`src/rtl/credits_carousel_if.sv`:
```
// credits_carousel_if: mode-select, button and display signals of the credits carousel
// active/btn_*/entry_table flow from master to slave; led/seg_data/entry_idx/paused flow back.
interface credits_carousel_if #(
    parameter int NUM_ENTRIES = 3,
    parameter int DIGITS      = 4,
    parameter int CHAR_W      = 5
);
    logic                                 active;
    logic                                 btn_next;
    logic                                 btn_prev;
    logic                                 btn_pause;
    logic [NUM_ENTRIES*DIGITS*CHAR_W-1:0] entry_table;
    logic [15:0]                          led;
    logic [DIGITS*CHAR_W-1:0]             seg_data;
    logic [3:0]                           entry_idx;
    logic                                 paused;

    modport master (
        output active, btn_next, btn_prev, btn_pause, entry_table,
        input  led, seg_data, entry_idx, paused
    );

    modport slave (
        input  active, btn_next, btn_prev, btn_pause, entry_table,
        output led, seg_data, entry_idx, paused
    );
endinterface

```
`src/rtl/credits_carousel.sv`:
```
// credits_carousel: cycles through credit entries with a progress thermometer, blank gaps and pause
// clk/reset: clock and synchronous active-high reset.
// bus.active low holds OFF; bus.btn_next/prev/pause are one-cycle pulses; bus.entry_table holds the entries.
// bus.led is the progress bar, bus.seg_data the shown characters, bus.entry_idx the entry, bus.paused the pause flag.
module credits_carousel #(
    parameter int                NUM_ENTRIES = 3,
    parameter int                DIGITS      = 4,
    parameter int                CHAR_W      = 5,
    parameter int                STEP_CYCLES = 18_750_000,
    parameter int                GAP_CYCLES  = 10_000_000,
    parameter logic [CHAR_W-1:0] BLANK_CHAR  = CHAR_W'(31)
) (
    input logic               clk,
    input logic               reset,
    credits_carousel_if.slave bus
);
    typedef enum logic [1:0] {OFF, SHOW, GAP, PAUSE} state_t;
    localparam int SW   = DIGITS * CHAR_W;
    localparam int CMAX = STEP_CYCLES > GAP_CYCLES ? STEP_CYCLES : GAP_CYCLES;
    localparam int CW   = CMAX > 1 ? $clog2(CMAX) : 1;
    state_t          state, nxt_state;
    logic [3:0]      idx, nxt_idx, idx_inc, idx_dec, idx_btn;
    logic [3:0]      prog, nxt_prog;
    logic [CW-1:0]   cnt, nxt_cnt;
    logic            nav, step_end, gap_end;
    logic [15:0]     led_d, led_q;
    logic            paused_d, paused_q;
    logic [SW-1:0]   seg_d, seg_q;
    logic [SW-1:0]   ents [16];
    for (genvar k = 0; k < 16; k++) begin : g_ent
        if (k < NUM_ENTRIES) begin : g_used
            assign ents[k] = bus.entry_table[k*SW +: SW];
        end else begin : g_unused
            assign ents[k] = '0;
        end
    end
    assign idx_inc  = idx == 4'(NUM_ENTRIES - 1) ? 4'd0 : idx + 4'd1;
    assign idx_dec  = idx == 4'd0 ? 4'(NUM_ENTRIES - 1) : idx - 4'd1;
    // exactly one navigation button; both together cancel out
    assign nav      = bus.btn_next ^ bus.btn_prev;
    assign idx_btn  = bus.btn_next ? idx_inc : idx_dec;
    assign step_end = cnt == CW'(STEP_CYCLES - 1);
    assign gap_end  = cnt == CW'(GAP_CYCLES - 1);
    // the step counter doubles as the gap timer; progress is always 0 in GAP
    always_comb begin
        nxt_state = state;
        nxt_idx   = idx;
        nxt_cnt   = cnt;
        nxt_prog  = prog;
        case (state)
            OFF: begin
                nxt_state = SHOW;
                nxt_idx   = 4'd0;
                nxt_cnt   = '0;
                nxt_prog  = 4'd0;
            end
            SHOW: begin
                if (nav) begin
                    nxt_idx   = idx_btn;
                    nxt_cnt   = '0;
                    nxt_prog  = 4'd0;
                    nxt_state = bus.btn_pause ? PAUSE : SHOW;
                end else if (bus.btn_pause) begin
                    nxt_state = PAUSE;
                end else if (!step_end) begin
                    nxt_cnt = cnt + CW'(1);
                end else begin
                    nxt_cnt  = '0;
                    nxt_prog = prog + 4'd1;
                    if (prog == 4'd15) begin
                        if (GAP_CYCLES == 0) nxt_idx = idx_inc;
                        else nxt_state = GAP;
                    end
                end
            end
            GAP: begin
                if (nav || bus.btn_pause) begin
                    nxt_idx   = nav ? idx_btn : idx_inc;
                    nxt_cnt   = '0;
                    nxt_prog  = 4'd0;
                    nxt_state = bus.btn_pause ? PAUSE : SHOW;
                end else if (gap_end) begin
                    nxt_idx   = idx_inc;
                    nxt_cnt   = '0;
                    nxt_state = SHOW;
                end else begin
                    nxt_cnt = cnt + CW'(1);
                end
            end
            default: begin
                if (nav) begin
                    nxt_idx  = idx_btn;
                    nxt_cnt  = '0;
                    nxt_prog = 4'd0;
                end
                if (bus.btn_pause) nxt_state = SHOW;
            end
        endcase
    end
    // led/paused follow the new state; seg_data deliberately follows the current one
    always_comb begin
        led_d    = nxt_state == SHOW || nxt_state == PAUSE ? (16'd1 << nxt_prog) - 16'd1 : 16'd0;
        paused_d = nxt_state == PAUSE;
        seg_d    = state == GAP ? {DIGITS{BLANK_CHAR}} : ents[idx];
    end
    always_ff @(posedge clk) begin
        if (reset || !bus.active) begin
            state    <= OFF;
            idx      <= 4'd0;
            cnt      <= '0;
            prog     <= 4'd0;
            led_q    <= 16'd0;
            paused_q <= 1'b0;
        end else begin
            state    <= nxt_state;
            idx      <= nxt_idx;
            cnt      <= nxt_cnt;
            prog     <= nxt_prog;
            led_q    <= led_d;
            paused_q <= paused_d;
        end
        seg_q <= seg_d;
    end
    assign bus.led       = led_q;
    assign bus.seg_data  = seg_q;
    assign bus.entry_idx = idx;
    assign bus.paused    = paused_q;
endmodule

```
`src/flat_wrapper.sv`:
```
// flat-port wrapper written by rule: the top's interface ports become plain ports
module credits_carousel_flat 
#(
    parameter int                NUM_ENTRIES = 3,
    parameter int                DIGITS      = 4,
    parameter int                CHAR_W      = 5,
    parameter int                STEP_CYCLES = 18_750_000,
    parameter int                GAP_CYCLES  = 10_000_000,
    parameter logic [CHAR_W-1:0] BLANK_CHAR  = CHAR_W'(31)
)
  (clk, reset, bus_active, bus_btn_next, bus_btn_prev, bus_btn_pause, bus_entry_table, bus_led, bus_seg_data, bus_entry_idx, bus_paused);
  credits_carousel_if #(.NUM_ENTRIES(NUM_ENTRIES), .DIGITS(DIGITS), .CHAR_W(CHAR_W)) bus_i ();
  input logic clk;
  input logic reset;
  input wire logic [$bits(bus_i.active)-1:0] bus_active;
  input wire logic [$bits(bus_i.btn_next)-1:0] bus_btn_next;
  input wire logic [$bits(bus_i.btn_prev)-1:0] bus_btn_prev;
  input wire logic [$bits(bus_i.btn_pause)-1:0] bus_btn_pause;
  input wire logic [$bits(bus_i.entry_table)-1:0] bus_entry_table;
  output wire logic [$bits(bus_i.led)-1:0] bus_led;
  output wire logic [$bits(bus_i.seg_data)-1:0] bus_seg_data;
  output wire logic [$bits(bus_i.entry_idx)-1:0] bus_entry_idx;
  output wire logic [$bits(bus_i.paused)-1:0] bus_paused;
  assign bus_i.active = bus_active;
  assign bus_i.btn_next = bus_btn_next;
  assign bus_i.btn_prev = bus_btn_prev;
  assign bus_i.btn_pause = bus_btn_pause;
  assign bus_i.entry_table = bus_entry_table;
  assign bus_led = bus_i.led;
  assign bus_seg_data = bus_i.seg_data;
  assign bus_entry_idx = bus_i.entry_idx;
  assign bus_paused = bus_i.paused;
  credits_carousel #(.NUM_ENTRIES(NUM_ENTRIES), .DIGITS(DIGITS), .CHAR_W(CHAR_W), .STEP_CYCLES(STEP_CYCLES), .GAP_CYCLES(GAP_CYCLES), .BLANK_CHAR(BLANK_CHAR)) u_core (.clk(clk), .reset(reset), .bus(bus_i));
endmodule
```
`config.mk`:
```
export PLATFORM = sky130hd
export DESIGN_NAME = credits_carousel_flat
export DESIGN_NICKNAME = d
export VERILOG_FILES = /design/src/rtl/credits_carousel_if.sv /design/src/rtl/credits_carousel.sv /design/src/flat_wrapper.sv
export SDC_FILE = /design/constraint.sdc
export NUM_CORES = 1
export LEC_CHECK = 0
export ABC_AREA = 1
export CORE_ASPECT_RATIO = 1.4
export CORE_MARGIN = 2
export CORE_UTILIZATION = 53
export DETAILED_ROUTE_END_ITERATION = 8
export PLACE_DENSITY = 0.86
export REMOVE_ABC_BUFFERS = 1
export SLEW_MARGIN = 15
export SYNTH_ARGS = -nofsm -noshare
export SYNTH_HDL_FRONTEND = slang
export SYNTH_SLANG_ARGS = --single-unit
```
`constraint.sdc`:
```
create_clock -name clk -period 6.4 [get_ports clk]
set_clock_uncertainty 0.2 [all_clocks]
set_input_delay 1.28 -clock clk [delete_from_list [all_inputs] [get_ports clk]]
set_output_delay 1.28 -clock clk [all_outputs]
set_load 0.01 [all_outputs]
```
== After elaboration in Yosys (flattened, before gate mapping) ==
Index checks and enable logic that the tools add are counted.

* Output and inout bits: 41
* Bits in latches: 0
* Memory bits (writable): 0
* Bits in registers: 72
* Memories kept: 0
* Bits in read-only memories: 0
* Word-level logic and storage cells: 71

* Eq/ne operators: 10
* Reduce and logical (&&, ||, !) cells: 11
* Bitwise logic cells: 3
* Divide/modulo/power cells: 0
* Multiplexer cells: 33
* Magnitude comparators: 1
* $add $sub $neg: 5
* Multipliers: 0
* Shifts and indexed selects: 1

{| class="wikitable"
|+ Operators with widths
! cell !! count
|-
| two-way mux 25 bit || 6
|-
| binary-select mux 20 bit (select 4 bit) || 1
|-
| case mux 25 bit (3 select lines) || 1
|-
| two-way mux 4 bit || 12
|-
| two-way mux 20 bit || 2
|-
| adder 25 x 1 -> 25 bit (second input constant) || 1
|-
| equality test 25 x 24 -> 1 bit (second input constant) || 1
|-
| equality test 25 bit (second input constant) || 1
|-
| two-way mux 2 bit || 8
|-
| left shift 1 x 4 -> 16 bit (first input constant) || 1
|-
| subtractor 16 x 1 -> 16 bit (second input constant) || 1
|-
| case mux 4 bit (3 select lines) || 1
|-
| adder 4 x 1 -> 4 bit (second input constant) || 2
|-
| case mux 4 bit (2 select lines) || 1
|-
| case mux 2 bit (3 select lines) || 1
|-
| greater-or-equal comparator 5 bit (second input constant) || 1
|-
| NOT 4 -> 5 bit || 1
|-
| equality test 2 x 1 -> 1 bit (second input constant) || 2
|-
| equality test 2 bit (second input constant) || 2
|-
| equality test 4 x 2 -> 1 bit (second input constant) || 1
|-
| equality test 4 bit (second input constant) || 1
|-
| logical NOT 4 bit || 1
|-
| AND reduction 2 bit || 2
|-
| nonzero test 4 bit || 1
|-
| 10 further kinds || 12
|}

== Logic depth before layout (Yosys ltp) ==
Gate-level depths: netlist of the first run.

* Depth after elaboration: 10
* Gate-level depth with buffers: 22
* Mapped depth without buffers: 21

== Worst setup path after synthesis of the first run ==
OpenSTA, ideal clock, no wires.

* Kind: input to register
* From: input bus_btn_prev
* To: register u_core.led_q[14] (netlist: u_core.bus.led[14])
* Setup time: 0.109 ns
* Arrival time: 3.047 ns
* Path slack: 3.044 ns
* Data required time: 6.091 ns
* Stages on the path: 20
* Buffers on the path: 1
* Cell sequence: or2_0 > and2_1 > buf_6 > nor2_4 > nand2_2 > nand2_2 > nand2_1 > nand2_1 > nand2_1 > inv_2 > nor2_2 > nand2_1 > nor2_1 > inv_1 > ha_1 > nand2_2 > nor2_1 > o21ai_1 > nand2_1 > inv_1

* Cells in the longest elaborated chain, start to end: 8

{| class="wikitable"
|+ RTL lines
! element !! RTL line !! source
|-
| start: declaration || flat_wrapper.sv:17 || <nowiki>input wire logic [$bits(bus_i.btn_prev)-1:0] bus_btn_prev;</nowiki>
|-
| XOR 1 bit * || credits_carousel.sv:40 || <nowiki>assign nav = bus.btn_next ^ bus.btn_prev;</nowiki>
|-
| parallel branches: the longest is 7 deep, another holds subtractor 16 x 1 -> 16 bit || - ||
|-
| end signal: assignment || credits_carousel.sv:119 || <nowiki>led_q <= led_d;</nowiki>
|-
| end: declaration || credits_carousel.sv:26 || <nowiki>logic [15:0] led_d, led_q;</nowiki>
|}

Every way passes the cells marked *.
A chain may end at the register's enable or synchronous reset.

== Worst setup path in the final report of the first run ==
* From: input bus_btn_next
* To: register u_core.led_q[14] (netlist: u_core.bus.led[14])

* Cells in the longest elaborated chain, start to end: 8

{| class="wikitable"
|+ RTL lines
! element !! RTL line !! source
|-
| start: declaration || flat_wrapper.sv:16 || <nowiki>input wire logic [$bits(bus_i.btn_next)-1:0] bus_btn_next;</nowiki>
|-
| XOR 1 bit * || credits_carousel.sv:40 ||
|-
| parallel branches: the longest is 7 deep, another holds subtractor 16 x 1 -> 16 bit || - ||
|}

Marks and branches as above.

==> results of run 1 <==
sequential cells by signal (all words and copies together) (netlist names):
name and cells:
u_core.bus.seg_data 20, u_core.bus.led 16, u_core.cnt 25, u_core.bus.entry_idx 4, u_core.state 2, u_core.bus.paused 1, u_core.prog 4
per-stage QoR:
step	cell area, um2	hold slack (ns)	util
3_5_place_dp	5260	0.292	0.687
6_report	5450	0.300	0.712
3_3_place_gp	5260	0.275	0.687
2_1_floorplan	4040	0.260	-
4_1_cts	5450	0.303	0.712
5_1_grt	5450	0.324	0.712
synth_stat cells, types with 2 or more instances:
library cell	number
sky130_fd_sc_hd__nand2_1	126
sky130_fd_sc_hd__nor2_1	101
sky130_fd_sc_hd__dfxtp_1	72
sky130_fd_sc_hd__nand3_1	56
sky130_fd_sc_hd__inv_1	46
sky130_fd_sc_hd__o21ai_0	30
sky130_fd_sc_hd__a21oi_1	18
sky130_fd_sc_hd__inv_2	17
sky130_fd_sc_hd__clkbuf_1	16
sky130_fd_sc_hd__xor2_1	14
sky130_fd_sc_hd__ha_1	12
sky130_fd_sc_hd__o31ai_1	12
sky130_fd_sc_hd__nand2_2	10
sky130_fd_sc_hd__nand4_1	10
sky130_fd_sc_hd__nor3_1	10
sky130_fd_sc_hd__o21ai_1	8
sky130_fd_sc_hd__nor2_2	7
sky130_fd_sc_hd__a211oi_1	5
sky130_fd_sc_hd__a221oi_1	5
sky130_fd_sc_hd__nor2_4	5
sky130_fd_sc_hd__a31oi_1	3
sky130_fd_sc_hd__buf_2	3
sky130_fd_sc_hd__nand3_2	3
sky130_fd_sc_hd__a22oi_1	2
sky130_fd_sc_hd__and2_1	2
sky130_fd_sc_hd__buf_6	2
sky130_fd_sc_hd__clkinv_1	2
sky130_fd_sc_hd__o22ai_1	2
sky130_fd_sc_hd__or2_2	2
final cells by class:
type | count | share of cell area
clock buffer | 12 | 0.0266
clock inverter | 3 | 0.00781
inverter | 65 | 0.0448
multi-input combinational | 457 | 0.432
sequential | 72 | 0.264
tap | 100 | 0.0230
timing repair buffer | 111 | 0.202
worst min-delay path, cell delays in order (launching register included):
cell,delay (ns)
sky130_fd_sc_hd__dfxtp_1,0.33
sky130_fd_sc_hd__nand2_1,0.07
sky130_fd_sc_hd__a21oi_1,0.06
worst paths after layout:
path | start | end | slack [ns] | cells past startpoint
hold / removal | u_core.cnt[1]$_SDFFE_PP0P_ | u_core.cnt[1]$_SDFFE_PP0P_ | 0.30 | 2
setup reg to reg | u_core.cnt[0]$_SDFFE_PP0P_ | u_core.bus.led[14]$_SDFF_PP0_ | 3.43 | 20
setup / recovery | bus_btn_next | u_core.bus.led[14]$_SDFF_PP0_ | 2.35 | 18
hold reg to reg | u_core.cnt[1]$_SDFFE_PP0P_ | u_core.cnt[1]$_SDFFE_PP0P_ | 0.30 | 2
placed cells by master, fill, tap and decap left out, types with 12 or more instances in the layout:
master and instances:
sky130_fd_sc_hd__nand2_1 126, sky130_fd_sc_hd__nand3_1 56, sky130_fd_sc_hd__inv_2 17, sky130_fd_sc_hd__clkdlybuf4s50_1 106, sky130_fd_sc_hd__o31ai_1 12, sky130_fd_sc_hd__o21ai_0 30, sky130_fd_sc_hd__nor2_1 101, sky130_fd_sc_hd__a21oi_1 18
sky130_fd_sc_hd__ha_1 12, sky130_fd_sc_hd__dfxtp_1 72, sky130_fd_sc_hd__inv_1 46, sky130_fd_sc_hd__xor2_1 14
power by group:
part / total [W] / switching, W / internal, W
Clock: 0.000349 / 0.000161 / 0.000188
Combinational: 0.000166 / 0.0000770 / 0.0000892
Sequential: 0.000473 / 0.00000612 / 0.000467
per-layer routing:
metal | wire length [um] | vias up
li1 | - | 2199
met1 | 4040 | 1999
met2 | 6010 | 139
met3 | 755 | 29
met4 | 325 | 0
met5 | 0 | -
logic make-up (layout without fill, tap and decap cells):
group,after synthesis,count (layout),share of synthesized area
xor gates and xnor gates,15,15,0.0317
and+or+nand+nor,339,339,0.368
adders and majority gates,12,12,0.0362
other,1,1,0.000904
DFF,72,72,0.348
AOI/OAI and AO/OA,90,90,0.130
buffers and inverters,88,191,0.0851
==> results.md, run 1 <==
* Unrepaired setup endpoints after global routing: no
* Diode count at 0
* Layout area overhead at 31.4%
* Die Width at 78.8 um
* Max_slew headroom at 0.509
* Async SR Flop Fraction at 0
* GR Util met2 at 0.518
* Unique masters post-synth at 45
* CTS tree: built
* Top-level I/O count at 107
* Largest net degree at the start of global routing at 47
* Tot Pwr at 0.000989 W
* Fraction of post-synthesis cell area in the top cell type by area at 0.348
* Period minus WS final at between 4 and 5 ns
* M1 GR Usage at 0.245
* Number of flops mapped to enable cells by yosys at 0
* Skew-Pair Late Insertion Delay at 0.35 ns
* Share of layout cells above drive strength 1 at 0.0931
* Cell class contributing the biggest share of worst-path delay: simple AND/OR/NAND/NOR gates
* Portion of the clock cycle consumed by the worst path in the final layout at 0.632
* # placed instances at about 810
* Final setup slack of the worst path at roughly 2.4 ns
* Area of the die at roughly 8600 um2
* Number of I/O port buffers at ~110
* Cell chain of the critical path: clkdlybuf4s50_1, or2_0, and2_1, inv_2, o21ai_0, nand2_1, nand2_1, inv_2, nor2_2, nand2_1, nor2_1, inv_1, ha_1, nand2_2, nor2_1, o21ai_1, nand2_1, inv_1
* Fin. max-slew vios at 0
* Sequential area share after synthesis at 0.348
* Signal arrival time at the worst endpoint at between 4 and 5 ns
* Filler-free cell count of the finished design at 820
* Post-route DRC at 0
* Pre-CTS setup slack at approximately 2.0 ns
* Reported max-cap violation count at 0
* Leading post-synthesis cells by cell area: sky130_fd_sc_hd__dfxtp_1, sky130_fd_sc_hd__nand2_1, sky130_fd_sc_hd__nor2_1
* CP max-delay cell: sky130_fd_sc_hd__clkdlybuf4s50_1
* Via density at about 5.3
* Post-CTS Hold Fix Bufs at 0
* Final-layout fill cell count at between 600 and 700
* Initial core utilization at 0.542
* Worst path buffer plus inverter count at 5
* Total area of multi-input combinational cells at between 2000 and 2500 um2
* Clock root buffer master: sky130_fd_sc_hd__clkbuf_8
* Achievable Freq at between 200 and 250 MHz
* Number of antenna violations at the first check in global routing at 0
* Initial DRT Pass Iterations at 5
* GP Congestion at 0.960
* Area leader, netlist: sky130_fd_sc_hd__dfxtp_1
* Clock slew at the register clock pins of the worst setup and hold paths at ~0.07 ns
* Critical path launch point type: input port
* Post-DR wirelength/cell at 13.6 um
* Slew at the pin closest to its max-slew limit at between 0.7 and 0.8 ns
* Overall routed net length at between 10000 and 15000 um
* Status: finished, final reports clean
* Y dimension of the die at approximately 110 um
* CTS HTree Levels at 3
* Global route overflow at 0
* Setup_tns at 0 ns
* Area used by sequential logic in the layout at roughly 1400 um2
* Maximum clock insertion buffer count at 2
* Most repeated library cell on the critical path: sky130_fd_sc_hd__nand2_1
* First-pass GRT wire length at 18300 um
* Setup violators final at 0
* Met3 Resource Use GR at 0.0952
* Synth warn at 0
* Number of buffers created by CTS at 9
* Number of buffers inserted to repair setup after CTS at 0
* Path type of the worst setup path: in2reg
* Mapped Cells at roughly 620
* Critical path endpoint category: register
* DPL Wire Length at ~8700 um
* Largest incremental delay on the critical path at approximately 0.56 ns
* Required time at the endpoint of the critical path at 6.50 ns
* Via count at 4366
* GRT Resource Usage Total at 0.269
* Final Hold Fails at 0
* Number of nets with antenna violations after detailed routing at 0
* Core Footprint at roughly 7700 um2
* Combined area of all synthesized cells at approximately 4100 um2
* # resized after CTS at 0
* Initial drt markers at 182
* Flops & latches, synth at 72
* Layout Nets at approximately 790
* Clock sink count at 72
* PwrDens at approximately 180 nW/um2
* Prevailing post-synth register cell: sky130_fd_sc_hd__dfxtp_1
* Most Crowded Layer GR: met2
* Leakage power figure at between 2 and 2.5 nW
* Worst min-delay path category: reg2reg
* Top fanout value on the critical path at 8
* Worst vdd ir at ~130 uV
* Row cnt at 38
* Average instance area after synthesis at between 6 and 7 um2
* Number of global-route vias before repair at 4450
Power figures use the tool's default switching activity.
==> run 2: changes to the inputs <==
Settings changed: CORE_UTILIZATION 53 to 45, PLACE_DENSITY 0.86 to 0.78.
Clock period 6.4 ns to 3.6 ns, I/O delays scaled along.
==> run 2 against run 1 <==
Against the previous run: die area is 17% higher; flip-flop and latch count stayed put; via count is 0.85% higher; cell count is 2.4% higher; setup slack worse by 1.9 ns; highest routed layer unchanged.
==> results.md, run 2 (synthesis gave the netlist of run 1 again) <==
* Area used by sequential logic in the layout at 1440 um2
* Worst vdd ir at between 200 and 300 uV
* Top fanout value on the critical path at 7
* Final Hold Fails at 0
* Met1 WL at about 4300 um
* # resized after CTS at 0
* Cell chain of the critical path: clkdlybuf4s50_1, or2_0, and2_1, nor2_4, nand2_2, nand2_2, nand2_1, nand2_1, nand2_1, buf_4, nor2_1, nand2_1, ha_1, nand2_2, nor2_1, o21ai_1, nand2_1, inv_1
* Initial core utilization at 0.462
* Largest net degree at the start of global routing at 32
* Filler-free cell count of the finished design at 840
* GP Congestion at 0.888
* Most repeated library cell on the critical path: sky130_fd_sc_hd__nand2_1
* Fin. max-slew vios at 0
* Total area of multi-input combinational cells at 2350 um2
* # placed instances at 824
* Critical path endpoint category: register
* Number of buffers inserted to repair setup after CTS at 0
* Setup_tns at 0 ns
* Skew-Pair Late Insertion Delay at between 0.3 and 0.4 ns
* Max reg flops at 25
* Largest incremental delay on the critical path at roughly 0.44 ns
* Slew at the pin closest to its max-slew limit at 0.592 ns
* CTS tree: built
* Initial drt markers at 213
* Area of the die at around 10000 um2
* Pre-CTS setup slack at 0.102 ns
* Setup violators final at 0
* Final setup slack of the worst path at a little over 0.4 ns
* Required time at the endpoint of the critical path at about 3.7 ns
* Length of routed met3 wiring at around 640 um
* Met2 Wirelength at approximately 6000 um
* Overall routed net length at approximately 11000 um
* PwrDens at about 370 nW/um2
* Core Util, Final at 0.634
* Die Width at roughly 85 um
* DPL Wire Length at about 8800 um
* Count of cells along the worst hold path at 2
* Layout area overhead at 37.3%
* Clock slew at the register clock pins of the worst setup and hold paths at about 0.060 ns
* Unrepaired setup endpoints after global routing: no
* Via count at 4403
* Worst path buffer plus inverter count at 3
* Period minus WS final at ~3.2 ns
* Portion of the clock cycle consumed by the worst path in the final layout at 0.887
* Achievable Freq at approximately 310 MHz
* Cell class contributing the biggest share of worst-path delay: simple AND/OR/NAND/NOR gates
* Stages on worst setup path at 18
* Signal arrival time at the worst endpoint at roughly 3.3 ns
* Core Footprint at 8980 um2
* Via density at ~5.2
* Number of buffers created by CTS at 9
* Post-CTS Hold Fix Bufs at 0
* Number of nets with antenna violations after detailed routing at 0
* Final-layout fill cell count at between 800 and 900
* Share of layout cells above drive strength 1 at 0.112
* Diode count at 0
* Y dimension of the die at 118 um
* Clock sink count at 72
* Number of antenna violations at the first check in global routing at 0
* Highest Signal Layer: met4
* Register bank with the most flops: u_core.cnt
* Reported max-cap violation count at 0
* Number of I/O port buffers at between 100 and 150
* Max_slew headroom at 0.603
* Most common cell after layout, fill and taps aside: sky130_fd_sc_hd__nand2_1
* Row cnt at 41
* Global route overflow at 0
* Critical path launch point type: input port
* Layout Nets at slightly above 800
* First-pass GRT wire length at between 15000 and 20000 um
* Top-level I/O count at approximately 110
* Commonest non-fill, non-tap cells in the layout: sky130_fd_sc_hd__nand2_1, sky130_fd_sc_hd__clkdlybuf4s50_1, sky130_fd_sc_hd__nor2_1
* Clock root buffer master: sky130_fd_sc_hd__clkbuf_16
* CTS HTree Levels at 3
* Post-DR wirelength/cell at approximately 14 um
* GRT Resource Usage Total at 0.233
* Initial DRT Pass Iterations at 5
* Post-route DRC at 0
* Status: finished, final reports clean
* Number of cells traversed by the worst register-to-register path at 20
* Maximum clock insertion buffer count at 2
* Path type of the worst setup path: in2reg
* CP max-delay cell: sky130_fd_sc_hd__clkdlybuf4s50_1
* Leakage power figure at about 2.2 nW
* Worst min-delay path category: reg2reg
* Number of global-route vias before repair at around 4.4k
run 2: changes by cell type in the layout (fill, tap and decap cells not counted):
| cell | previous run | this run |
|---|---|---|
| sky130_fd_sc_hd__clkbuf_8 | 10 | 0 |
| sky130_fd_sc_hd__clkbuf_16 | 0 | 9 |
| sky130_fd_sc_hd__clkinv_2 | 1 | 2 |
| sky130_fd_sc_hd__clkinvlp_4 | 1 | 0 |
| sky130_fd_sc_hd__clkbuf_1 | 2 | 0 |
| sky130_fd_sc_hd__buf_12 | 0 | 1 |
| sky130_fd_sc_hd__bufinv_16 | 1 | 2 |
| sky130_fd_sc_hd__buf_4 | 5 | 16 |
| sky130_fd_sc_hd__clkinv_4 | 0 | 3 |
run 2: power breakdown:
group | leakage [nW] | switching [W] | total (W) | internal (W)
Combinational | 1.46 | 0.000136 | 0.000301 | 0.000165
Clock | 0.159 | 0.000355 | 0.000963 | 0.000607
Sequential | 0.588 | 0.0000131 | 0.000844 | 0.000831
Total | 2.21 | 0.000504 | 0.00211 | 0.00160
run 2: final timing paths:
check / from / end / slack [ns]
worst min-delay path: u_core.cnt[0]$_SDFFE_PP0P_ / u_core.cnt[0]$_SDFFE_PP0P_ / 0.31
worst max-delay path: bus_btn_next / u_core.bus.led[14]$_SDFF_PP0_ / 0.41
worst min register to register: u_core.cnt[0]$_SDFFE_PP0P_ / u_core.cnt[0]$_SDFFE_PP0P_ / 0.31
worst max register to register: u_core.cnt[0]$_SDFFE_PP0P_ / u_core.bus.led[14]$_SDFF_PP0_ / 0.75
run 2: per-stage QoR:
step,total power [W],hold WS (ns),cell area (um2)
CTS,0.00212,0.308,5700
finish,0.00211,0.314,5700
detailed placement,0.00116,0.298,5370
global placement,0.00116,0.274,5370
global route,0.00219,0.357,5700
floorplan,0.000980,0.260,4040
run 2: cell type report:
cell class / count / area share
inverters: 65 / 0.0428
clock buffers: 9 / 0.0395
clock inverters: 7 / 0.0169
flip-flops and latches: 72 / 0.253
repair buffers: 123 / 0.211
well taps: 107 / 0.0235
multi-input cells: 457 / 0.413
run 2: worst reg2reg max path: stages (launching register included):
cell and delay, ns:
sky130_fd_sc_hd__dfxtp_1 0.37, sky130_fd_sc_hd__ha_1 0.22, sky130_fd_sc_hd__nand2_2 0.08, sky130_fd_sc_hd__nor2_4 0.14
sky130_fd_sc_hd__nand3_2 0.11, sky130_fd_sc_hd__nor2_4 0.17, sky130_fd_sc_hd__nand4_1 0.12, sky130_fd_sc_hd__nand3_1 0.10
sky130_fd_sc_hd__nand2_1 0.05, sky130_fd_sc_hd__nand2_1 0.09, sky130_fd_sc_hd__nand2_2 0.10, sky130_fd_sc_hd__nor2_2 0.11
sky130_fd_sc_hd__nand2_1 0.07, sky130_fd_sc_hd__nor2_1 0.13, sky130_fd_sc_hd__inv_1 0.06, sky130_fd_sc_hd__ha_1 0.26
sky130_fd_sc_hd__nand2_2 0.15, sky130_fd_sc_hd__nor2_1 0.05, sky130_fd_sc_hd__o21ai_1 0.12, sky130_fd_sc_hd__nand2_1 0.06
sky130_fd_sc_hd__inv_1 0.04
run 2: routing by layer:
metal | vias to the layer above | global-route usage
met5 | - | 0
met4 | 0 | 0.126
met3 | 29 | 0.0575
met2 | 141 | 0.416
met1 | 2006 | 0.245
li1 | 2227 | -
==> run 3: changes to the inputs <==
==> constraint.sdc (replaced) <==
create_clock -name clk -period 3.6 [get_ports clk]
set_clock_uncertainty 0.2 [all_clocks]
set_input_delay 0.54 -clock clk [delete_from_list [all_inputs] [get_ports clk]]
set_output_delay 0.54 -clock clk [all_outputs]
set_load 0.01 [all_outputs]
==> run 3 against run 2 <==
Against the previous run: hold slack got worse by 0.020 ns; register-to-register slack got worse by 0.03 ns; global-route usage decreased by 0.65 points; power increased by 0.78%; via count decreased by 0.20%; critical path type unchanged; routed wire length decreased by 2.1%; cell count decreased by 0.95%.
==> results.md, run 3 (synthesis gave the netlist of run 1 again) <==
* Number of antenna violations at the first check in global routing at 0
* Max reg flops at 25
* Largest incremental delay on the critical path at between 0.5 and 0.6 ns
* Commonest non-fill, non-tap cells in the layout: sky130_fd_sc_hd__nand2_1, sky130_fd_sc_hd__clkdlybuf4s50_1, sky130_fd_sc_hd__nor2_1
* Setup_tns at 0 ns
* Required time at the endpoint of the critical path at around 3.7 ns
* DPL Wire Length at 8420 um
* # resized after CTS at 0
* Path type of the worst setup path: in2reg
* Tot Pwr at around 0.0021 W
* Fin. max-slew vios at 0
* Row cnt at about 40
* Clock share of power at 0.464
* Power spent charging and discharging nets at between 0.0005 and 0.0006 W
* Initial DRT Pass Iterations at 5
* Core Footprint at around 9000 um2
* Number of buffers created by CTS at 9
* Total area of multi-input combinational cells at approximately 2400 um2
* Top fanout value on the critical path at 7
* Part of the total power dissipated in combinational logic at 0.139
* Cell class contributing the biggest share of worst-path delay: simple AND/OR/NAND/NOR gates
* Met2 Wirelength at ~5900 um
* Share of power burned in registers at 0.397
* Largest net degree at the start of global routing at 32
* GRT Resource Usage Total at 0.226
* Die Width at 85.1 um
* Clock slew at the register clock pins of the worst setup and hold paths at 0.06 ns
* Skew-Pair Late Insertion Delay at 0.35 ns
* Length of routed met3 wiring at about 650 um
* Clock sink count at roughly 70
* Final Hold Fails at 0
* Diode count at 0
* Y dimension of the die at ~120 um
* Leakage power figure at 2.16 nW
* Portion of the clock cycle consumed by the worst path in the final layout at 0.902
* Initial drt markers at 200
* First-pass GRT wire length at 18600 um
* CTS tree: built
* CP max-delay cell: sky130_fd_sc_hd__clkdlybuf4s50_1
* Area of the die at roughly 10000 um2
* Final-layout fill cell count at between 800 and 900
* Number of global-route vias before repair at around 4.3k
* Filler-free cell count of the finished design at between 800 and 900
* Slew at the pin closest to its max-slew limit at around 0.62 ns
* Post-CTS Hold Fix Bufs at 0
* Fin area at about 5600 um2
* Signal arrival time at the worst endpoint at 3.34 ns
* Cell chain of the critical path: clkdlybuf4s50_1, or2_0, and2_1, nor2_4, nand2_2, nand2_2, nand2_1, nand2_1, nand2_1, inv_2, nor2_2, nand2_1, nor2_1, inv_1, ha_1, nand2_2, nor2_1, o21ai_1, nand2_1, inv_1
* Number of I/O port buffers at 106
* Max_slew headroom at 0.584
* Global route overflow at 0
* Layout area overhead at 35.7%
* Highest Signal Layer: met4
* Via count at ~4.4k
* Achievable Freq at slightly above 300 MHz
* Worst min-delay path category: reg2reg
* Most common cell after layout, fill and taps aside: sky130_fd_sc_hd__nand2_1
* Number of buffers inserted to repair setup after CTS at 0
* Critical path endpoint category: register
* Post-DP Area at around 5300 um2
* Post-route DRC at 0
* Reported max-cap violation count at 0
* Register bank with the most flops: u_core.cnt
* Maximum clock insertion buffer count at 2
* Worst path buffer plus inverter count at 4
* PwrDens at about 380 nW/um2
* Initial core utilization at 0.462
* Post-DR wirelength/cell at around 13 um
* Net switching fraction of the power at 0.244
* Worst vdd ir at approximately 330 uV
* Number of nets with antenna violations after detailed routing at 0
* Top-level I/O count at between 100 and 150
* Status: finished, final reports clean
* FF-to-FF setup slack at around 0.72 ns
* Layout Nets at approximately 800
* GP Congestion at approximately 0.88
* Share of layout cells above drive strength 1 at 0.102
* Via density at 5.28
* Critical path launch point type: input port
* # placed instances at approximately 800
* CTS HTree Levels at 3
* Setup violators final at 0
* Period minus WS final at about 3.2 ns
* Most repeated library cell on the critical path: sky130_fd_sc_hd__nand2_1
* Unrepaired setup endpoints after global routing: no
* Cell-internal power at 0.00161 W
* Clock root buffer master: sky130_fd_sc_hd__clkbuf_16
* Met1 WL at approximately 4300 um
* Area used by sequential logic in the layout at between 1000 and 1500 um2
* Overall routed net length at around 11000 um
==> run 3: power by group through the flow <==
stage | Clock (W) | Combinational [W] | Sequential, W
final | 0.000986 | 0.000295 | 0.000843
after global routing | 0.00103 | 0.000325 | 0.000846
after CTS | 0.000997 | 0.000297 | 0.000843
after detailed placement | 0 | 0.000295 | 0.000860
after global placement | 0 | 0.000291 | 0.000860
after floorplan | 0 | 0.0000996 | 0.000880
==> run 3: worst paths after layout <==
kind,startpoint,end,cells past startpoint
worst max-delay path,bus_btn_next,u_core.bus.led[14]$_SDFF_PP0_,20
worst min register to register,u_core.cnt[1]$_SDFFE_PP0P_,u_core.cnt[1]$_SDFFE_PP0P_,2
worst max register to register,u_core.cnt[0]$_SDFFE_PP0P_,u_core.bus.led[14]$_SDFF_PP0_,20
worst min-delay path,u_core.cnt[1]$_SDFFE_PP0P_,u_core.cnt[1]$_SDFFE_PP0P_,2
==> run 3: metrics by stage <==
step / setup WS (ns) / util / hold slack (ns)
after floorplan: 0.556 / - / 0.260
after global placement: 0.177 / 0.591 / 0.272
after detailed placement: 0.0398 / 0.591 / 0.284
after CTS: 0.393 / 0.627 / 0.293
after global routing: 0.0277 / 0.627 / 0.323
final: 0.353 / 0.627 / 0.294
==> run 3: area by class of cell <==
class | instances | area share
Multi-Input combinational cell | 457 | 0.418
Sequential cell | 72 | 0.256
Timing Repair Buffer | 115 | 0.201
Inverter | 65 | 0.0434
Clock buffer | 9 | 0.0400
Tap cell | 107 | 0.0238
Clock inverter | 7 | 0.0180
==> run 3: metal layers <==
| layer | vias up | track usage |
|---|---|---|
| met5 | - | 0 |
| met4 | 0 | 0.127 |
| met3 | 25 | 0.0463 |
| met2 | 128 | 0.407 |
| met1 | 2028 | 0.239 |
| li1 | 2213 | - |
==> run 3: tightest hold or removal path, stage by stage, from the launching register on <==
cell                      delay (ns)
sky130_fd_sc_hd__dfxtp_1        0.32
sky130_fd_sc_hd__nand2_1        0.07
sky130_fd_sc_hd__a21oi_1        0.06
==> edit 1 (config.mk and constraints of run 3) <==
`GAP_CYCLES` is set to 10_000_000 in 2 places; all go to 5_000_000.
--- a/src/rtl/credits_carousel.sv
+++ b/src/rtl/credits_carousel.sv
@@ -7,7 +7,7 @@
     parameter int                DIGITS      = 4,
     parameter int                CHAR_W      = 5,
     parameter int                STEP_CYCLES = 18_750_000,
-    parameter int                GAP_CYCLES  = 10_000_000,
+    parameter int                GAP_CYCLES  = 5_000_000,
     parameter logic [CHAR_W-1:0] BLANK_CHAR  = CHAR_W'(31)
 ) (
     input logic               clk,
--- a/src/flat_wrapper.sv
+++ b/src/flat_wrapper.sv
@@ -5,7 +5,7 @@
     parameter int                DIGITS      = 4,
     parameter int                CHAR_W      = 5,
     parameter int                STEP_CYCLES = 18_750_000,
-    parameter int                GAP_CYCLES  = 10_000_000,
+    parameter int                GAP_CYCLES  = 5_000_000,
     parameter logic [CHAR_W-1:0] BLANK_CHAR  = CHAR_W'(31)
 )
   (clk, reset, bus_active, bus_btn_next, bus_btn_prev, bus_btn_pause, bus_entry_table, bus_led, bus_seg_data, bus_entry_idx, bus_paused);
Behaviour: same outputs for any inputs over 10 cycles, from zero or initial values; that may be too few to reach the edited logic, so the function may still have changed.
==> edit 1 against run 3 <==
- wire length grew 3.0%
- area after synthesis up 1.2%
- utilization is 0.30 points higher
- count of clock-buffer cells in the layout stayed put
- power down 2.2%
- cell area increased by 1.0%
- setup slack better by 0.28 ns
- sequential cell count did not move
- critical path type unchanged
==> edit 1: results (changes against run 3) <==
synthesis:
  synthTopCellsByCount: "nand2_1, nor2_1, dfxtp_1, inv_1, nand3_1"
  seq_area_frac_synth_pct: 34.3  # -0.40 points
detailed_routing:
  drtIter0Drc: 244  # +22%
  first_pass_iters: 6  # +1
  wl_mm: 11.5  # +3.0%
  via_per_inst: 5.38  # +2.0%
worst_setup_path:
  reg2reg_to: "u_core.bus.led[6]"
  reg2reg_from: "u_core.cnt[1]"
  slowest_stage: "clkdlybuf4s50_1"
  crit_fanout: 8  # +1
  crit_path_max_incr_delay_ns: 0.59  # +0.02 ns
  cp_data_arrival_time_ns: 3.01  # -0.33 ns
  worstRegToRegCells: 19  # -5.0%
power:
  ir_drop_uv: 323  # -1.2%
  p_leak_nw: 2.26  # +4.6%
global_route:
  grt_max_degree: 38  # +19%
  globalRouteMet1Util_pct: 23.9  # +0.030 points
  grt_util_met3_pct: 7.19  # +2.6 points
  grt_first_pass_wirelength_mm: 19.3  # +3.8%
  gr-usage-met2_pct: 42.6  # +1.9 points
  grt_pass1_vias: 4406  # +2.8%
  grt_util_all_layers_pct: 23.3  # +0.68 points
placement:
  routabilityCongestion: 0.929  # +6.1%
  place_worst_setup_slack_ns: 0.331  # +0.291 ns
final_layout:
  layout-drive-gt1-share_pct: 8.73  # -1.5 points
  n_fill_cell: 820  # -1.1%
  final_net_count: 806  # +1.0%
run_status:
  status: "complete, no violations"
-- edit 1: changes by cell type after synthesis, sizes merged, moves of 3 or more --
cell / delta
o21ai: +5
a211oi: -3
buf: -3
nand3: -9
nor2: -10
clkinv: +5
o211ai: +3
a221oi: -4
nand4: +7
nor3: +7
a21oi: +5
-- edit 1: worst max-delay path by stage --
| stage | startpoint | to | slack [ns] | cells past startpoint |
|---|---|---|---|---|
| final | bus_btn_next | u_core.bus.led[6] | 0.64 | 18 |
| after detailed placement | bus_btn_next | u_core.bus.led[6] | 0.33 | 18 |
| after floorplan | u_core.bus.entry_idx[0] | u_core.bus.entry_idx[1] | 0.40 | 10 |
| after global routing | bus_btn_next | u_core.bus.led[6] | 0.36 | 18 |
| after CTS | bus_btn_next | u_core.bus.led[6] | 0.68 | 18 |
| after global placement | bus_btn_next | u_core.bus.led[6] | 0.43 | 18 |
-- edit 1: critical path, delay by kind of cell --
family                     cells  cell delay, ns
AOI/OAI and AO/OA              2            0.18
xor gates and xnor gates       1            0.32
and+or+nand+nor                9            0.82
adders and majority gates      1            0.23
buffers and inverters          5            0.91
-- edit 1: power by group through the flow --
stage                     combinational, mW  sequential, mW  clock, mW
after detailed placement              0.305           0.859          0
after global placement                0.301           0.858          0
final                                 0.305           0.841      0.931
after floorplan                       0.106           0.880          0
after CTS                             0.307           0.841      0.949
after global routing                  0.336           0.843      0.974
-- edit 1: cell type report --
type | count | area [sq um] | share of cell area (%)
Multi-Input combinational cell | 458 | 2400 | 42.3
Sequential cell | 72 | 1440 | 25.3
Timing Repair Buffer | 115 | 1130 | 19.8
Inverter | 72 | 270 | 4.75
Clock buffer | 9 | 225 | 3.96
Tap cell | 107 | 134 | 2.35
Clock inverter | 7 | 83.8 | 1.47
-- edit 1: layer usage --
layer	wire length [microns]	share of wire, %	up-vias
met2	6100	53	159
li1	-	-	2247
met3	801	7.0	35
met4	348	3.0	0
met5	0	0	-
met1	4210	37	2082
-- edit 1: logic make-up (layout without fill, tap and decap cells) --
family	after synthesis	after routing	synth area share, %
compound gates	96	96	13.5
xor+xnor	17	17	4.00
simple gates	332	332	36.1
other cells	1	1	0.0894
buf+inv	90	203	8.38
fa+ha+maj	12	12	3.58
flops	72	72	34.3
-- edit 1: stage by stage --
| stage | utilization [%] | instance area [sq um] | std cells | hold WS (ns) |
|---|---|---|---|---|
| 2_1_floorplan | - | 4120 | 602 | 0.275 |
| 3_3_place_gp | 59.6 | 5380 | 824 | 0.299 |
| 3_5_place_dp | 59.6 | 5380 | 824 | 0.310 |
| 4_1_cts | 63.0 | 5690 | 840 | 0.320 |
| 5_1_grt | 63.0 | 5690 | 840 | 0.345 |
| 6_report | 63.0 | 5690 | 840 | 0.322 |
==> edit 2 (flow settings as in run 3) <==
Without the edit above. The 4 states of `state_t` get a Gray code encoding in 2 bits.
--- a/src/rtl/credits_carousel.sv
+++ b/src/rtl/credits_carousel.sv
@@ -14,7 +14,7 @@
     input logic               reset,
     credits_carousel_if.slave bus
 );
-    typedef enum logic [1:0] {OFF, SHOW, GAP, PAUSE} state_t;
+    typedef enum logic [1:0] {OFF = 2'b00, SHOW = 2'b01, GAP = 2'b11, PAUSE = 2'b10} state_t;
     localparam int SW   = DIGITS * CHAR_W;
     localparam int CMAX = STEP_CYCLES > GAP_CYCLES ? STEP_CYCLES : GAP_CYCLES;
     localparam int CW   = CMAX > 1 ? $clog2(CMAX) : 1;
Formal check against the unedited RTL: no difference found for any inputs over 10 cycles, from zero or initial values; not proved beyond that.
==> edit 2 against run 3 <==
- register-to-register slack worse by 0.19 ns
- sequential cell count stayed put
- setup slack worse by 0.073 ns
- cell area is 1.1% lower
- count of clock-buffer cells in the layout stayed put
- power is 9.9% lower
- global-route usage is 1.5 points higher
- largest cell class unchanged
- largest power group is now sequential cells
- wire length is 2.4% higher
- sequential power is 0.6% lower
- area after synthesis is 2.2% lower
==> edit 2: results (changes against run 3) <==
run_status:
  status: "complete, no violations"
worst_setup_path:
  crit_fanout: 9  # +2
  reg2reg_from: "u_core.cnt[0]"
  slowest_stage: "clkdlybuf4s50_1"
  reg2reg_to: "u_core.bus.led[4]"
  worst-r2r-setup-slack_ns: 0.53  # -0.19 ns
  worstRegToRegCells: 21  # +5.0%
  crit_path_max_incr_delay_ns: 0.58
  cp_data_arrival_time_ns: 3.39  # +0.05 ns
power:
  switchingPower_uw: 475  # -8.5%
  p_leak_nw: 2.13  # -1.2%
  pwr-share-comb_pct: 14.9  # +1.0 points
  ir_drop_uv: 291  # -11%
  seqPwrFrac_pct: 43.8  # +4.1 points
  total_power_mw: 1.91  # -9.9%
global_route:
  grt_pass1_vias: 4314  # +0.70%
  grt_max_degree: 29  # -9.4%
  grt_util_all_layers_pct: 24.2  # +1.5 points
  grt_first_pass_wirelength_mm: 19.2  # +3.6%
final_layout:
  nNonClkBuffers: 120  # +4.3%
  clock_area_share_pct: 4.72  # -1.1 points
  area_share_nonclk_buffers_pct: 20.9  # +0.89 points
  layout-drive-gt1-share_pct: 10.4  # +0.17 points
  multi_input_gates: 449  # -1.8%
  n_fill_cell: 825  # -0.48%
  multi_input_area_share_pct: 41.5  # -0.29 points
  largest_reg_flops: 25  # unchanged
  top_register: "u_core.cnt"
  regArea_sq_mm: 0.00144  # unchanged
  inv_count: 67  # +3.1%
  seq_cells: 72  # unchanged
  diodes: 0  # unchanged
clock_tree:
  h-tree-depth: 3  # unchanged
  clk_path_buf_depth: 2  # unchanged
  clock_latency_ns: 0.34
synthesis:
  synthTopCellsByCount: "nand2_1, nor2_1, dfxtp_1, o21ai_0"
  synth.distinct_cells: 41  # -8.9%
  seq_area_frac_synth_pct: 35.5  # +0.79 points
  ys_warn_count: 0  # unchanged
  synth_top_cells_by_area: "dfxtp_1, nand2_1, nor2_1, o21ai_0, nand3_1"
placement:
  port_buffers: 106  # unchanged
  hpwlAfterDp_mm: 8.63  # +2.5%
  routabilityCongestion: 0.960  # +9.7%
detailed_routing:
  routedWlPerCell_microns: 13.7  # +2.6%
  drtIter0Drc: 252  # +26%
  route.vias.total: 4420  # +0.59%
sta:
  hold_slack_ns: 0.286  # -0.00762 ns
  relSlewSlack_pct: 56.6  # -1.8 points
worst_hold_path:
  min_to: "u_core.cnt[1]"
  holdPathStages: 2  # unchanged
  min_from: "u_core.cnt[1]"
[edit 2: cells by family (layout without fill, tap and decap cells)]
family | count (synthesis) | count (layout) | share of synthesized area [%]
xor gates and xnor gates | 9 | 9 | 2.13
AOI/OAI and AO/OA | 104 | 104 | 15.0
buffers and inverters | 84 | 202 | 7.78
and+or+nand+nor | 322 | 322 | 35.4
adders and majority gates | 13 | 13 | 4.01
DFF | 72 | 72 | 35.5
other | 1 | 1 | 0.0925
[edit 2: metrics by stage]
step / setup WS (ns) / area, sq um / utilization [%] / instances
floorplan: 0.678 / 3990 / - / 588
global placement: 0.202 / 5290 / 59.6 / 815
detailed placement: 0.0258 / 5290 / 59.6 / 815
CTS: 0.300 / 5550 / 62.6 / 830
global route: 0.0427 / 5570 / 62.7 / 830
finish: 0.280 / 5570 / 62.7 / 830
[edit 2: worst min-delay path, delay by kind of cell (launching register included)]
family,cells,cell delay [ns]
flip-flops,1,0.32
AO/OA/AOI/OAI,1,0.06
AND/OR/NAND/NOR,1,0.06
[edit 2: worst max-delay path by stage]
stage	startpoint	end	depth (start not counted)
after floorplan	u_core.bus.entry_idx[0]	u_core.bus.entry_idx[2]	6
after global placement	bus_btn_next	u_core.bus.led[4]	18
after detailed placement	bus_btn_next	u_core.bus.led[4]	18
after CTS	bus_btn_next	u_core.bus.led[4]	18
after global routing	bus_btn_next	u_core.bus.led[4]	18
final	bus_btn_next	u_core.bus.led[4]	18
[edit 2: metal layers]
layer,global-route usage (%),up-vias,share of wire [%]
met5,0,-,0
met4,11.5,0,2.4
met3,4.81,28,4.6
met2,46.8,128,55
met1,24.7,2059,38
li1,-,2205,-
[edit 2: repair_timing]
action / CTS / global route
buffers inserted: 0 / 0
resized for setup: 0 / 3
hold buffers: 0 / 0
setup endpoints to repair: 0 / 2
